$ cat src/rtl/cpu_pkg.sv
// Shared CPU encodings: opcodes, sequencer states, step width and control-strobe bundle.
// CU_BRANCH_EN adds the conditional branch opcode to the legal set.
package cpu_pkg;

  localparam int STEP_W = 4;
  localparam int OP_W   = 5;

  localparam logic [OP_W-1:0] OP_LD   = 5'b00000;
  localparam logic [OP_W-1:0] OP_LDI  = 5'b00001;
  localparam logic [OP_W-1:0] OP_ST   = 5'b00010;
  localparam logic [OP_W-1:0] OP_ADD  = 5'b00011;
  localparam logic [OP_W-1:0] OP_SUB  = 5'b00100;
  localparam logic [OP_W-1:0] OP_AND  = 5'b00101;
  localparam logic [OP_W-1:0] OP_OR   = 5'b00110;
  localparam logic [OP_W-1:0] OP_ADDI = 5'b01100;
  localparam logic [OP_W-1:0] OP_BR   = 5'b10010;
  localparam logic [OP_W-1:0] OP_JR   = 5'b10011;
  localparam logic [OP_W-1:0] OP_NOP  = 5'b11010;
  localparam logic [OP_W-1:0] OP_HALT = 5'b11011;

  localparam logic [STEP_W-1:0] STEP_FETCH_LAST = 4'd3;
  localparam logic [STEP_W-1:0] STEP_EXEC_FIRST = 4'd4;

  typedef enum logic [1:0] {RESET_ST, FETCH, EXEC, HALT_ST} state_t;

  typedef struct packed {
    logic pc_out, zlow_out, mdr_out, r_out, ba_out, csign_out;
    logic pc_in, mar_in, mdr_in, ir_in, y_in, zlow_in, r_in, con_in;
    logic gra, grb, grc;
    logic inc_pc, alu_add, alu_sub, alu_and, alu_or;
    logic mem_read, mem_write, md_read, mar_clear, run;
  } ctrl_t;

  // Final execute step per opcode; 0 means no execute phase (nop, halt, illegal).
  function automatic logic [STEP_W-1:0] last_step(input logic [OP_W-1:0] op);
    case (op)
      OP_LD:                                      return 4'd9;
      OP_ST:                                      return 4'd8;
      OP_LDI, OP_ADD, OP_SUB, OP_AND, OP_OR,
      OP_ADDI:                                    return 4'd6;
      OP_JR:                                      return 4'd4;
`ifdef CU_BRANCH_EN
      OP_BR:                                      return 4'd7;
`endif
      default:                                    return 4'd0;
    endcase
  endfunction

endpackage

$ cat src/rtl/cu_decode.sv
// Combinational strobe decode from {state, step, latched opcode, CON_FF}.
// CU_BRANCH_EN enables the br execute steps; otherwise CON_FF is ignored.
module cu_decode
  import cpu_pkg::*;
(
  input  state_t            state,
  input  logic [STEP_W-1:0] step,
  input  logic [OP_W-1:0]   op,
  input  logic              con_ff,
  output ctrl_t             ctrl
);

`ifndef CU_BRANCH_EN
  logic unused_con_ff;
  assign unused_con_ff = con_ff;
`endif

  always_comb begin
    ctrl = '0;
    case (state)
      RESET_ST: ctrl.mar_clear = 1'b1;
      FETCH: begin
        ctrl.run = 1'b1;
        case (step)
          4'd0: begin ctrl.pc_out = 1'b1; ctrl.mar_in = 1'b1; ctrl.inc_pc = 1'b1; ctrl.zlow_in = 1'b1; end
          4'd1: begin ctrl.zlow_out = 1'b1; ctrl.pc_in = 1'b1; ctrl.mem_read = 1'b1; end
          4'd2: begin ctrl.mdr_out = 1'b1; ctrl.md_read = 1'b1; ctrl.mdr_in = 1'b1; end
          4'd3: ctrl.ir_in = 1'b1;
          default: ;
        endcase
      end
      EXEC: begin
        ctrl.run = 1'b1;
        case (op)
          OP_LD, OP_LDI, OP_ST: begin
            case (step)
              4'd4: begin ctrl.grb = 1'b1; ctrl.ba_out = 1'b1; ctrl.y_in = 1'b1; end
              4'd5: begin ctrl.csign_out = 1'b1; ctrl.alu_add = 1'b1; ctrl.zlow_in = 1'b1; end
              4'd6: begin
                ctrl.zlow_out = 1'b1;
                if (op == OP_LDI) begin ctrl.gra = 1'b1; ctrl.r_in = 1'b1; end
                else              ctrl.mar_in = 1'b1;
              end
              4'd7: begin
                if (op == OP_LD)      ctrl.mem_read = 1'b1;
                else if (op == OP_ST) begin ctrl.gra = 1'b1; ctrl.r_out = 1'b1; ctrl.mdr_in = 1'b1; end
              end
              4'd8: begin
                if (op == OP_LD)      begin ctrl.md_read = 1'b1; ctrl.mdr_in = 1'b1; end
                else if (op == OP_ST) ctrl.mem_write = 1'b1;
              end
              4'd9: if (op == OP_LD) begin ctrl.mdr_out = 1'b1; ctrl.gra = 1'b1; ctrl.r_in = 1'b1; end
              default: ;
            endcase
          end
          OP_ADD, OP_SUB, OP_AND, OP_OR, OP_ADDI: begin
            case (step)
              4'd4: begin ctrl.grb = 1'b1; ctrl.r_out = 1'b1; ctrl.y_in = 1'b1; end
              4'd5: begin
                ctrl.zlow_in = 1'b1;
                if (op == OP_ADDI) begin
                  ctrl.csign_out = 1'b1;
                  ctrl.alu_add   = 1'b1;
                end else begin
                  ctrl.grc     = 1'b1;
                  ctrl.r_out   = 1'b1;
                  ctrl.alu_add = (op == OP_ADD);
                  ctrl.alu_sub = (op == OP_SUB);
                  ctrl.alu_and = (op == OP_AND);
                  ctrl.alu_or  = (op == OP_OR);
                end
              end
              4'd6: begin ctrl.zlow_out = 1'b1; ctrl.gra = 1'b1; ctrl.r_in = 1'b1; end
              default: ;
            endcase
          end
          OP_JR: if (step == 4'd4) begin ctrl.gra = 1'b1; ctrl.r_out = 1'b1; ctrl.pc_in = 1'b1; end
`ifdef CU_BRANCH_EN
          OP_BR: begin
            case (step)
              4'd4: begin ctrl.gra = 1'b1; ctrl.r_out = 1'b1; ctrl.con_in = 1'b1; end
              4'd5: begin ctrl.pc_out = 1'b1; ctrl.y_in = 1'b1; end
              4'd6: begin ctrl.csign_out = 1'b1; ctrl.alu_add = 1'b1; ctrl.zlow_in = 1'b1; end
              4'd7: if (con_ff) begin ctrl.zlow_out = 1'b1; ctrl.pc_in = 1'b1; end
              default: ;
            endcase
          end
`endif
          default: ;
        endcase
      end
      default: ;
    endcase
  end

endmodule

$ cat src/rtl/control_unit.sv
// Hardwired fetch/execute sequencer: holds state, step and latched opcode; strobes come from cu_decode.
module control_unit
  import cpu_pkg::*;
(
  input  logic        clock,
  input  logic        clear,
  input  logic [31:0] IR,
  input  logic        CON_FF,
  input  logic        Stop,
  output logic        PCout, Zlowout, MDRout, Rout, BAout, Csignout,
  output logic        PCin, MARin, MDRin, IRin, Yin, Zlowin, Rin, CONin,
  output logic        Gra, Grb, Grc,
  output logic        IncPC, ADD, SUB, AND, OR,
  output logic        Read, Write, MD_read,
  output logic        MAR_clear,
  output logic        Run
);

  state_t            state, state_nx;
  logic [STEP_W-1:0] step, step_nx;
  logic [OP_W-1:0]   op_q, op_nx;
  logic [OP_W-1:0]   ir_op;
  ctrl_t             ctrl;

  assign ir_op = IR[31:27];

  logic unused_ir;
  assign unused_ir = ^IR[26:0];

  always_ff @(posedge clock) begin
    if (clear) begin
      state <= RESET_ST;
      step  <= '0;
      op_q  <= '0;
    end else begin
      state <= state_nx;
      step  <= step_nx;
      op_q  <= op_nx;
    end
  end

  always_comb begin
    state_nx = state;
    step_nx  = step;
    op_nx    = op_q;
    case (state)
      RESET_ST: begin
        state_nx = FETCH;
        step_nx  = '0;
      end
      FETCH: begin
        if (step == STEP_FETCH_LAST) begin
          op_nx   = ir_op;
          step_nx = '0;
          // Opcodes without an execute phase go straight back to fetch.
          if (Stop || ir_op == OP_HALT)   state_nx = HALT_ST;
          else if (last_step(ir_op) == '0) state_nx = FETCH;
          else begin
            state_nx = EXEC;
            step_nx  = STEP_EXEC_FIRST;
          end
        end else begin
          step_nx = step + STEP_W'(1);
        end
      end
      EXEC: begin
        if (step >= last_step(op_q)) begin
          state_nx = FETCH;
          step_nx  = '0;
        end else begin
          step_nx = step + STEP_W'(1);
        end
      end
      HALT_ST: ;
      default: begin
        state_nx = RESET_ST;
        step_nx  = '0;
      end
    endcase
  end

  cu_decode u_decode (
    .state  (state),
    .step   (step),
    .op     (op_q),
    .con_ff (CON_FF),
    .ctrl   (ctrl)
  );

  assign PCout     = ctrl.pc_out;
  assign Zlowout   = ctrl.zlow_out;
  assign MDRout    = ctrl.mdr_out;
  assign Rout      = ctrl.r_out;
  assign BAout     = ctrl.ba_out;
  assign Csignout  = ctrl.csign_out;
  assign PCin      = ctrl.pc_in;
  assign MARin     = ctrl.mar_in;
  assign MDRin     = ctrl.mdr_in;
  assign IRin      = ctrl.ir_in;
  assign Yin       = ctrl.y_in;
  assign Zlowin    = ctrl.zlow_in;
  assign Rin       = ctrl.r_in;
  assign CONin     = ctrl.con_in;
  assign Gra       = ctrl.gra;
  assign Grb       = ctrl.grb;
  assign Grc       = ctrl.grc;
  assign IncPC     = ctrl.inc_pc;
  assign ADD       = ctrl.alu_add;
  assign SUB       = ctrl.alu_sub;
  assign AND       = ctrl.alu_and;
  assign OR        = ctrl.alu_or;
  assign Read      = ctrl.mem_read;
  assign Write     = ctrl.mem_write;
  assign MD_read   = ctrl.md_read;
  assign MAR_clear = ctrl.mar_clear;
  assign Run       = ctrl.run;

endmodule

$ cat config.mk
export PLATFORM = sky130hd
export DESIGN_NAME = control_unit
export DESIGN_NICKNAME = d
export VERILOG_FILES = /design/src/rtl/cpu_pkg.sv /design/src/rtl/cu_decode.sv /design/src/rtl/control_unit.sv
export SDC_FILE = /design/constraint.sdc
export NUM_CORES = 1
export LEC_CHECK = 0
export CORE_ASPECT_RATIO = 0.8
export CORE_MARGIN = 3
export CORE_UTILIZATION = 46
export DETAILED_ROUTE_END_ITERATION = 10
export PLACE_DENSITY = 0.86
export SETUP_SLACK_MARGIN = 0.1
export SLEW_MARGIN = 40
export SYNTH_ARGS = -nofsm -noshare
export SYNTH_HDL_FRONTEND = slang
export SYNTH_SLANG_ARGS = --single-unit
export TNS_END_PERCENT = 1
$ cat constraint.sdc
create_clock -name clock -period 4.92 [get_ports clock]
set_clock_uncertainty 0.05 [all_clocks]
set_input_delay 1.476 -clock clock [delete_from_list [all_inputs] [get_ports clock]]
set_output_delay 1.476 -clock clock [all_outputs]
set_load 0.1 [all_outputs]
==> results_dict.tcl, run 1 <==
set metrics [dict create \
    status "complete, no violations" \
    postSynth.asyncResetShare_pct 0 \
    fmax_mhz 256.3 \
    cts_resized 0 \
    crit_type "reg2out" \
    p_int_w 0.0002510 \
    path_clk_slew_ps 60 \
    num_vias 1571 \
    ys_top_cells_by_area "dfxtp_1 (20%), ha_1 (10%), nand2_1 (6.9%)" \
    finalHoldViolations 0 \
    vias_per_cell 5.713 \
    hold_buffers 0 \
    ys_seq_elements 15 \
    critPathCaptureType "output port" \
    fp.dieH_um 56.57 \
    die_w_um 69.21 \
    p_sw_share_pct 50.54 \
    worst_ep_arrival_time_ps 2380 \
    antenna_found_initial 0 \
    ys.warnings.count 0 \
    fin_tns_setup_ps 0 \
    cp.required_ps 3390 \
    numPortBuffers 33 \
    final_layout_size_suffix_gt1_share_pct 14.77 \
    hpwlAfterDp_um 2670 \
    r2r_cells 7 \
    hold_path_depth 2 \
    rows 17 \
    p_per_area_nw_per_um2 286.2 \
    grt_max_degree 19 \
    synthAdderAreaFrac_pct 10.89 \
    syn_area_um2 1470 \
    drv_slew 0 \
    netlist_instances 214 \
    cts_htree_levels 1 \
    synth_top_family_by_area "simple AND/OR/NAND/NOR gates" \
    fin_area_um2 1773 \
    cts_tree "built" \
    wirelength_um 3548 \
    drt_iter0_markers 123 \
    clock_tree.buffer_depth 2 \
    power_leakage_nw 0.7145 \
    ir_drop_v 0.0001732 \
    setup_viol_count_final 0 \
    power.total_w 0.0005075 \
    grt_pass1_wl_um 5865 \
    muxShareOfSynthArea_pct 1.447 \
    diodes 0 \
    wl_per_cell_um 12.90 \
    combPwrFrac_pct 53.5 \
    gp_congestion 0.8988 \
    max_cap_viol_count 0 \
    fin_nets 286 \
    start_kind "flip-flop" \
    drt_first_pass_iters 4 \
    cts_setup_buffers 0 \
    fin_crit_sh_pct 79.29 \
    nFillCells 285 \
    synth_seq_area_share_pct 20.43 \
    setup_slack_ps 1019 \
    p_seq_share_pct 26.3 \
    synth_edf_count 0 \
    core_um2 2893 \
    power_frac_clock_pct 20.2 \
    grt_pass1_vias 1273 \
    tightest_slew_ps 839.4 \
    avgSynthCellArea_um2 6.870 \
    synth_cell_types 51 \
    fin_crit_ps 3901 \
    relSlewSlack_pct 43.53 \
    ant_nets 0 \
    grt_usage_pct 18.22 \
    p_sw_w 0.0002565 \
    cp_max_fo 14 \
    yosys_most_used_dff "dfxtp_1" \
    grt_setup_unrepaired "false" \
    hold_path.class "reg2reg" \
    synth_area_leader_cell "dfxtp_1" \
    synth_nets 262 \
    drc 0 \
    cts.sinks 15 \
    cts_root_buffer "clkbuf_8" \
    gr-total-overflow 0 \
    clock_latency_ps 250 \
    synth-xor-area-share_pct 1.191 \
    placed_cell_area_um2 1727 \
    synth-simple-area-share_pct 35.74 \
    utilization_pct 61.29 \
    cts-buffers-inserted 3 \
    start_util_pct 50.82 \
    place_ws_ps 1341 \
    synth-compound-area-share_pct 22.81 \
    ioPinCount 63 \
    syn2layout_area_growth_pct 20.60 \
    die_area_um2 3915 \
    netlist.area_leader.share_pct 20.43 \
]
## cell usage after synthesis, types with 2 or more instances
cell type and count:
nand2b_1 3, o21a_1 3, nor4_1 2, nor2b_1 8
clkbuf_1 12, nor3b_1 4, or3b_1 2, a31oi_1 5
o21ai_0 6, and3_1 2, a21boi_1 4, inv_1 10
nor3_1 16, buf_4 2, and2_1 6, dfxtp_1 15
nand2_1 27, nor2_1 23, ha_1 12, o21ai_1 2
a21oi_1 16, nand3_1 5
## power groups by stage
stage | clock network (W) | registers (W) | logic (W)
6_report | 0.000103 | 0.000133 | 0.000272
5_1_grt | 0.000109 | 0.000134 | 0.000290
4_1_cts | 0.000105 | 0.000133 | 0.000271
3_5_place_dp | 0 | 0.000136 | 0.000271
3_3_place_gp | 0 | 0.000135 | 0.000275
2_1_floorplan | 0 | 0.000134 | 0.000231
## stage by stage
stage / hold slack [ps] / cells
6_report: 521.4 / 275
3_5_place_dp: 508.9 / 271
4_1_cts: 525.6 / 275
5_1_grt: 573.4 / 275
3_3_place_gp: 496.0 / 271
2_1_floorplan: 457.1 / 214
## cell families (layout without fill, tap and decap cells)
| kind of cell | after synthesis | count (layout) |
|---|---|---|
| fa+ha+maj | 13 | 13 |
| xor+xnor | 2 | 2 |
| other cells | 1 | 1 |
| simple gates | 104 | 104 |
| flops | 15 | 15 |
| compound gates | 51 | 51 |
| mux | 2 | 2 |
| buf+inv | 26 | 49 |
## path summary, 6_finish.rpt
check                               from         to  slack, ps
worst min-delay path            state[1]   state[1]        520
worst min register to register  state[1]   state[1]        520
worst max register to register  state[1]  flip-flop       2760
worst max-delay path             op_q[0]      MDRin       1020
## routing by layer
layer	global-route usage, %	vias to the layer above	wire [um]
li1	-	801	-
met1	25.41	704	1788
met2	27.99	62	1465
met3	3.220	4	241
met4	6.685	0	51
met5	0	-	0
## placed cells by master (no fill, tap or decap), drive strengths merged, types with 3 or more instances in the layout
master         netlist  routed
nand2               27      27
buf                  3      27
nor2                23      23
nor3                16      16
a21oi               16      16
dfxtp               15      15
ha                  12      12
inv                 11      11
nor2b                8       8
o21ai                8       8
clkdlybuf4s50        0       7
and2                 7       7
a31oi                5       5
nand3                5       5
nor3b                5       5
a21boi               4       4
o21a                 3       3
nand2b               3       3
clkbuf              12       3
## area by class of cell
| cell class | instances | area, um2 | area share (%) |
|---|---|---|---|
| Clock buffer | 3 | 41.29 | 2.329 |
| Inverter | 11 | 41.29 | 2.329 |
| Sequential cell | 15 | 300.3 | 16.94 |
| Tap cell | 38 | 47.55 | 2.682 |
| Clock inverter | 1 | 5.005 | 0.2823 |
| Timing Repair Buffer | 34 | 267.8 | 15.10 |
| Multi-Input combinational cell | 173 | 1070 | 60.34 |
## worst max-delay path, stage by stage (launching register included)
cell and delay (ps):
dfxtp_1 430, nor4_1 780, or3b_1 440, a21boi_1 160
buf_4 310
No activity file was read; power rests on OpenSTA's default activity.
==> inputs of run 2 (changes only) <==
--- a/config.mk
+++ b/config.mk
@@ -7,9 +7,9 @@
 export LEC_CHECK = 0
 export CORE_ASPECT_RATIO = 0.8
 export CORE_MARGIN = 3
-export CORE_UTILIZATION = 46
+export CORE_UTILIZATION = 39
 export DETAILED_ROUTE_END_ITERATION = 10
-export PLACE_DENSITY = 0.86
+export PLACE_DENSITY = 0.78
 export SETUP_SLACK_MARGIN = 0.1
 export SLEW_MARGIN = 40
 export SYNTH_ARGS = -nofsm -noshare
==> constraint.sdc (replaced) <==
create_clock -name clock -period 3.1 [get_ports clock]
set_clock_uncertainty 0.05 [all_clocks]
set_input_delay 0.93 -clock clock [delete_from_list [all_inputs] [get_ports clock]]
set_output_delay 0.93 -clock clock [all_outputs]
set_load 0.1 [all_outputs]
==> run 2 against run 1 <==
  * Clock power rose by 52%
  * Setup slack worse by 930 ps
  * Global-route usage is 0.18 points lower
  * Utilization is 4.2 points higher
  * Critical path type unchanged
  * Highest routed layer unchanged
==> results_dict.tcl, run 2 (synthesis gave the netlist of run 1 again) <==
set metrics [dict create \
    start_kind "flip-flop" \
    grt_setup_unrepaired "true" \
    cts_tree "built" \
    cts_htree_levels 1 \
    cts_root_buffer "clkbuf_8" \
    layout_common_cells "nand2_1 (27), buf_12 (25), nor2_1 (21)" \
    max_cap_viol_count 0 \
    crit_type "reg2out" \
    ant_nets 0 \
    drt_iter0_markers 123 \
    syn2layout_area_growth_pct 56.68 \
    diodes 0 \
    power.total_w 0.0009022 \
    status "complete, no violations" \
    gr-usage-met1_pct 24.73 \
    rows 19 \
    grt_pass1_vias 1444 \
    ioPinCount 63 \
    fp.dieH_um 60.92 \
    clock_latency_ps 250 \
    path_clk_slew_ps 60 \
    grt_usage_pct 18.04 \
    wirelength_um 4012 \
    wl_per_cell_um 13.74 \
    critPathCaptureType "output port" \
    grt_pass1_wl_um 6499 \
    die_w_um 74.65 \
    gp_congestion 0.8565 \
    layout_commonest_cell "nand2_1" \
    grt_max_degree 15 \
    fin_crit_sh_pct 97.23 \
    use_met2_pct 29.66 \
    die_area_um2 4547 \
    timing.rr.start "step[1]" \
    numPortBuffers 33 \
    start_util_pct 41.79 \
    busiest_layer "met2" \
    hold_buffers 0 \
    hold_end "step[1]" \
    final_layout_size_suffix_gt1_share_pct 28.00 \
    cts.sinks 15 \
    hold_path_depth 2 \
    hold_start "step[1]" \
    drt_first_pass_iters 4 \
    vias_per_cell 5.551 \
    fin_crit_ps 3014 \
    drv_slew 0 \
    fmax_mhz 331.8 \
    setup_viol_count_final 0 \
    hold_path.class "reg2reg" \
    clock_tree.buffer_depth 2 \
    whs_ps 519.6 \
    core_um2 3518 \
    regToRegEndpoint "state[0]" \
    hpwlAfterDp_um 3027 \
    num_vias 1621 \
    antenna_found_initial 0 \
    cts-buffers-inserted 3 \
    p_per_area_nw_per_um2 391.7 \
    nFillCells 282 \
    ff2ff_setup_slack_ps 980 \
    power_leakage_nw 0.8666 \
    worst_ep_arrival_time_ps 2030 \
    ir_drop_v 0.0003301 \
    cp.required_ps 2120 \
    fin_nets 299 \
    grt_util_met3_pct 2.815 \
    cp_max_fo 6 \
    finalHoldViolations 0 \
    r2r_cells 7 \
    drc 0 \
    gr-total-overflow 0 \
]
==> run 2: how the worst max path moves through the flow <==
| stage | startpoint | to | slack, ps | cells after the start |
|---|---|---|---|---|
| floorplan | step[2] | Rin | -440 | 6 |
| global placement | op_q[2] | Rin | 270 | 6 |
| detailed placement | state[0] | OR | 240 | 7 |
| CTS | step[3] | OR | 80 | 6 |
| global route | step[1] | OR | 20 | 7 |
| finish | step[0] | MDRin | 90 | 7 |
==> run 2: metrics by stage <==
stage	std cells	worst slack, ps	util (%)	setup TNS (ps)	instance area (um2)
floorplan	214	-439.5	-	-5055	1528
global placement	286	271.4	62.06	0	2183
detailed placement	286	242.9	62.06	0	2183
CTS	290	76.54	63.90	0	2248
global route	292	16.91	65.47	0	2303
finish	292	85.98	65.47	0	2303
==> run 2: layout make-up <==
| cell class | instances | area, um2 | area share, % |
|---|---|---|---|
| sequential | 15 | 304.0 | 13.20 |
| tap | 42 | 52.55 | 2.281 |
| clock inverter | 1 | 5.005 | 0.2173 |
| timing repair buffer | 47 | 683.2 | 29.66 |
| inverter | 11 | 41.29 | 1.793 |
| clock buffer | 3 | 41.29 | 1.793 |
| multi-input combinational | 173 | 1176 | 51.06 |
==> run 2: power by group <==
| part | switching (W) | internal (W) |
|---|---|---|
| Combinational | 0.000344 | 0.000189 |
| Sequential | 0.00000964 | 0.000201 |
| Clock | 0.0000684 | 0.0000890 |
==> run 2: layer usage <==
layer,wire length [um],vias up,share of wire [%]
li1,-,821,-
met1,1836,722,46
met2,1803,68,45
met3,285,10,7.1
met4,86,0,2.1
met5,0,-,0
==> run 2: repair_timing <==
item,in CTS,in global routing
endpoints found under the setup margin,7,12
resized for setup,7,9
pin swaps,0,3
setup buffers,0,2
==> run 2: critical path: stages, from the launching register on <==
cell and delay [ps]:
dfxtp_1 370, inv_1 160, ha_2 250, and3b_1 180
a31oi_1 40, or3b_1 400, a21boi_2 190, buf_12 190
